$ cat config.mk
export PLATFORM = sky130hd
export DESIGN_NAME = bus_timer
export DESIGN_NICKNAME = d
export VERILOG_FILES = /design/src/rtl/bus_timer_pkg.sv /design/src/rtl/timer_byte_merge.sv /design/src/rtl/bus_timer.sv
export SDC_FILE = /design/constraint.sdc
export NUM_CORES = 1
export LEC_CHECK = 0
export CORE_MARGIN = 2
export CORE_UTILIZATION = 50
export DETAILED_ROUTE_END_ITERATION = 10
export GPL_ROUTABILITY_DRIVEN = 0
export GPL_TIMING_DRIVEN = 1
export PLACE_DENSITY = 0.81
export SLEW_MARGIN = 40
export SYNTH_ARGS = -nofsm -noshare
export SYNTH_HDL_FRONTEND = slang
export SYNTH_SLANG_ARGS = --single-unit
$ cat constraint.sdc
create_clock -name clk -period 5.8 [get_ports clk]
set_input_delay 1.16 -clock clk [delete_from_list [all_inputs] [get_ports clk]]
set_output_delay 1.16 -clock clk [all_outputs]
set_load 0.005 [all_outputs]
$ cat src/rtl/bus_timer_pkg.sv
// Shared constants for the memory-mapped bus timer.
// Covers register offsets, CTRL bit positions, MODE encodings and FSM states.
package bus_timer_pkg;

    localparam logic [1:0] REG_CTRL   = 2'd0;
    localparam logic [1:0] REG_PRESET = 2'd1;
    localparam logic [1:0] REG_COUNT  = 2'd2;
    localparam logic [1:0] REG_RSVD   = 2'd3;

    localparam int CTRL_EN       = 0;
    localparam int CTRL_MODE_LSB = 1;
    localparam int CTRL_IM       = 3;

    localparam logic [1:0] MODE_ONESHOT = 2'b00;
    localparam logic [1:0] MODE_RELOAD  = 2'b01;

    typedef enum logic [1:0] {
        ST_IDLE = 2'd0,
        ST_LOAD = 2'd1,
        ST_CNT  = 2'd2,
        ST_INT  = 2'd3
    } timer_state_e;

endpackage

$ cat src/rtl/timer_byte_merge.sv
// Byte-lane merge: each enabled lane of new_word replaces the same lane of old_word.
module timer_byte_merge (
    input  logic [31:0] old_word,
    input  logic [31:0] new_word,
    input  logic [3:0]  byteen,
    output logic [31:0] merged
);

    always_comb begin
        merged = old_word;
        for (int i = 0; i < 4; i++) begin
            if (byteen[i]) begin
                merged[8*i +: 8] = new_word[8*i +: 8];
            end
        end
    end

endmodule

$ cat src/rtl/bus_timer.sv
// Memory-mapped down-counting timer with level interrupt, one-shot or auto-reload.
//   state | meaning
//   IDLE  | waiting for CTRL.EN
//   LOAD  | COUNT <= PRESET
//   CNT   | decrementing COUNT; terminal count at COUNT <= 1
//   INT   | flag raised; one-shot clears EN, auto-reload goes back to LOAD
module bus_timer
    import bus_timer_pkg::*;
#(
    parameter logic [31:0] BASE  = 32'h0000_7F00,
    parameter int          WIDTH = 32
) (
    input  logic        clk,
    input  logic        reset,
    input  logic [31:0] addr,
    input  logic [31:0] wdata,
    input  logic [3:0]  byteen,
    output logic [31:0] rdata,
    output logic        irq
);

    logic [3:0]       ctrl_q, ctrl_d;
    logic [WIDTH-1:0] preset_q, preset_d;
    logic [WIDTH-1:0] count_q, count_d;
    logic             irq_flag_q, irq_flag_d;
    timer_state_e     state_q, state_d;

    logic        win;
    logic [1:0]  sel;
    logic        wr_ctrl;
    logic        wr_preset;
    logic [31:0] merge_old;
    logic [31:0] merge_new;
    logic        unused_addr_lsb;

    assign win             = (addr[31:4] == BASE[31:4]);
    assign sel             = addr[3:2];
    assign wr_ctrl         = win && (byteen != 4'b0000) && (sel == REG_CTRL);
    assign wr_preset       = win && (byteen != 4'b0000) && (sel == REG_PRESET);
    assign merge_old       = (sel == REG_CTRL) ? {28'b0, ctrl_q} : 32'(preset_q);
    assign unused_addr_lsb = ^addr[1:0];

    timer_byte_merge u_merge (
        .old_word (merge_old),
        .new_word (wdata),
        .byteen   (byteen),
        .merged   (merge_new)
    );

    always_ff @(posedge clk or posedge reset) begin
        if (reset) begin
            ctrl_q     <= '0;
            preset_q   <= '0;
            count_q    <= '0;
            irq_flag_q <= 1'b0;
            state_q    <= ST_IDLE;
        end else begin
            ctrl_q     <= ctrl_d;
            preset_q   <= preset_d;
            count_q    <= count_d;
            irq_flag_q <= irq_flag_d;
            state_q    <= state_d;
        end
    end

    always_comb begin
        state_d    = state_q;
        count_d    = count_q;
        irq_flag_d = irq_flag_q;
        ctrl_d     = ctrl_q;
        preset_d   = preset_q;

        case (state_q)
            ST_IDLE: begin
                if (ctrl_q[CTRL_EN]) state_d = ST_LOAD;
            end
            ST_LOAD: begin
                count_d = preset_q;
                state_d = ST_CNT;
            end
            ST_CNT: begin
                if (!ctrl_q[CTRL_EN]) begin
                    state_d = ST_IDLE;
                end else if (count_q > WIDTH'(1)) begin
                    count_d = count_q - WIDTH'(1);
                end else begin
                    count_d    = '0;
                    irq_flag_d = 1'b1;
                    state_d    = ST_INT;
                end
            end
            ST_INT: begin
                if (ctrl_q[CTRL_MODE_LSB +: 2] == MODE_RELOAD) begin
                    irq_flag_d = 1'b0;
                    state_d    = ST_LOAD;
                end else begin
                    ctrl_d[CTRL_EN] = 1'b0;
                    state_d         = ST_IDLE;
                end
            end
            default: state_d = ST_IDLE;
        endcase

        // Bus writes override the FSM's own CTRL/flag updates in the same cycle.
        if (wr_ctrl) begin
            ctrl_d     = merge_new[3:0];
            irq_flag_d = 1'b0;
        end
        if (wr_preset) begin
            preset_d = merge_new[WIDTH-1:0];
        end
    end

    always_comb begin
        rdata = 32'h0;
        if (win) begin
            case (sel)
                REG_CTRL:   rdata = {28'b0, ctrl_q};
                REG_PRESET: rdata = 32'(preset_q);
                REG_COUNT:  rdata = 32'(count_q);
                default:    rdata = 32'h0;
            endcase
        end
    end

    assign irq = ctrl_q[CTRL_IM] & irq_flag_q;

endmodule

==> out/results.tsv <==
metric	value	unit
crit path max fanout	16	
Routed Antenna Nets	0	
post-synth top area share	41.8	%
#FFs+latches synth	71	
final setup vio count	0	
top_reg_cell synth	dfrtp_1	
ANT cells	0	
CTS root buf	clkbuf_8	
die height	96.2	µm
Synth area leader	dfrtp_1	
cts bufs inserted	9	
initial antenna violation count	0	
vias	3995	
Period minus WS final	4.77	ns
CTS clk-pin slew, worst paths	0.07	ns
worst skew pair latency	0.34	ns
pin count of the biggest net entering global routing	44	
CTS tree	built	
Worst Skew	0.00555	ns
Synth Area in Adders	0.588	%
number of synthesized flops with an enable pin	0	
fin area	0.00556	mm²
drt via density	6.21	
proportion of synthesized area in mux cells	11.4	%
I/O pins	103	
first-pass GRT wire length	18.8	mm
total iterations of the first detailed-routing run	5	
Setup TNS Final	0	ns
top cells by count, synth	71 x dfrtp_1, 48 x a22oi_1, 46 x nor2_1	
drt drc	0	
main combinational cell family by area after synthesis	simple AND/OR/NAND/NOR gates	
Synthesis Warnings	0	
Starting Density	51.8	%
crit path kind	in -> out	
RSZ-0062 raised after global routing	false	
crit end category	primary output	
row count	33	
beginning of the critical path	addr[3]	
max frequency	210	MHz
core region area	0.00822	mm²
PD cells	178	mW/mm²
Total GRT Usage	26.1	%
outcome	complete, no violations	
fin crit share	82.2	%
Compound-Gate Fraction of Synth Area	21.0	%
Nets	605	
Worst Hold Class	reg -> reg	
IO Port Bufs	100	
die area	0.00926	mm²
Startpoint Class	primary input	
Post-CTS Setup Bufs	0	
synth unique cells	56	
Synth Area in Simple Gates	21.3	%
Final Hold Fails	0	
Leak	2.36	nW
post-synthesis sequential area ratio	41.8	%
Die Wd	96.2	µm
H-tree level count	3	
Max-slew headroom	44.0	%
synth top area cells	dfrtp_1 42%, mux2_2 9.3%, a22oi_1 8.5%	
mean post-synth cell area	9.58	µm²
layout cells sized above 1	13.8	%
Synth async-reset ratio	100	%
number of global-route vias before repair	3923	
syn nets	516	
worst hold start	preset_q[16]$_DFFE_PP0P_	
RR Startpoint	count_q[28]$_DFFE_PP0P_	
Worst-Margin Slew	0.840	ns
DRT iter0 DRCs	233	
WL final	11.3	mm
max_cap viols	0	
Sink Count	71	
Final Max Tran Viols	0	
wire per inst	17.6	µm
post-cts sizing count	0	
CP arrival	3.61	ns
grt ovf	0	
Syn Inst Count	444	
Clock Path Buffers	2	
Hold-fix buffers, CTS	0	
Post-DP HPWL	8.07	mm
area delta synth->final	30.6	%
VDD IR max	0.178	mV
synthesized area	0.00425	mm²
PnR Total Power	988	µW
post-synthesis xor/xnor area fraction	0	%
most numerous cell in the Yosys netlist	dfrtp_1	
CP Data Required Time	4.64	ns
placed cell area	0.00534	mm²
==> routing by layer <==
layer | global-route usage [%] | routed length [µm] | share of wire [%]
met1 | 34.2 | 4720 | 42
met2 | 43.1 | 5480 | 48
met3 | 5.95 | 880 | 7.8
met4 | 7.86 | 228 | 2.0
met5 | 0 | 0 | 0
==> report_power, final <==
| group | total [mW] | switching [mW] | internal (mW) |
|---|---|---|---|
| combinational | 0.0747 | 0.0304 | 0.0443 |
| clock | 0.418 | 0.177 | 0.241 |
| sequential | 0.495 | 0.0000000265 | 0.495 |
| total | 0.988 | 0.207 | 0.781 |
==> cell type report <==
class	count	area, µm²
Tap cell	105	131
Clock buffer	12	135
Multi-Input combinational cell	330	2330
Fill cell	692	2660
Inverter	13	48.8
Sequential cell	71	1780
Timing Repair Buffer	108	1060
Clock inverter	4	70.1
==> cell families after synthesis <==
| logic type | after synthesis |
|---|---|
| simple gates | 164 |
| mux | 44 |
| compound gates | 120 |
| fa+ha+maj | 2 |
| buf+inv | 43 |
| flops | 71 |
==> placed cells by master, fill, tap and decap left out, drive strengths merged, types with 9 or more instances in the layout <==
cell type / instances
a21oi: 12
a22oi: 48
clkbuf: 12
clkdlybuf4s50: 100
dfrtp: 71
inv: 13
mux2: 36
nand2: 21
nand3: 27
nor2: 46
nor3: 14
nor4: 9
o211ai: 11
o21ai: 10
o311ai: 9
or3: 14
or4: 9
==> state kept, by name (all words and copies together) (netlist names) <==
name and count:
ctrl_q 4, preset_q 32, state_q 2, irq_flag_q 1, count_q 32
==> worst max-delay path: stages <==
cell	delay, ns
clkdlybuf4s50_1	0.73
nor2b_2	0.62
buf_4	0.34
a22oi_1	0.10
nor2_1	0.13
clkdlybuf4s50_1	0.51
==> stage by stage <==
| step | worst slack, ns | instances | hold slack (ns) | util, % |
|---|---|---|---|---|
| 6_report | 1.03 | 643 | 0.536 | 67.6 |
| 5_1_grt | 0.893 | 643 | 0.555 | 67.6 |
| 3_5_place_dp | 1.06 | 627 | 0.526 | 65.0 |
| 2_1_floorplan | 2.02 | 444 | 0.482 | - |
| 3_3_place_gp | 1.10 | 627 | 0.517 | 65.0 |
| 4_1_cts | 1.04 | 643 | 0.542 | 67.5 |
==> final timing paths <==
path / endpoint / slack, ns / depth (start not counted)
setup / recovery: rdata[7] / 1.03 / 6
hold / removal: count_q[16]$_DFFE_PP0P_ / 0.54 / 2
setup reg to reg: count_q[20]$_DFFE_PP0P_ / 2.89 / 5
hold reg to reg: count_q[16]$_DFFE_PP0P_ / 0.54 / 2
max in group asynchronous: count_q[31]$_DFFE_PP0P_ / 3.60 / 3
min in group asynchronous: preset_q[20]$_DFFE_PP0P_ / 1.20 / 2
No activity file was read; power rests on OpenSTA's default activity.
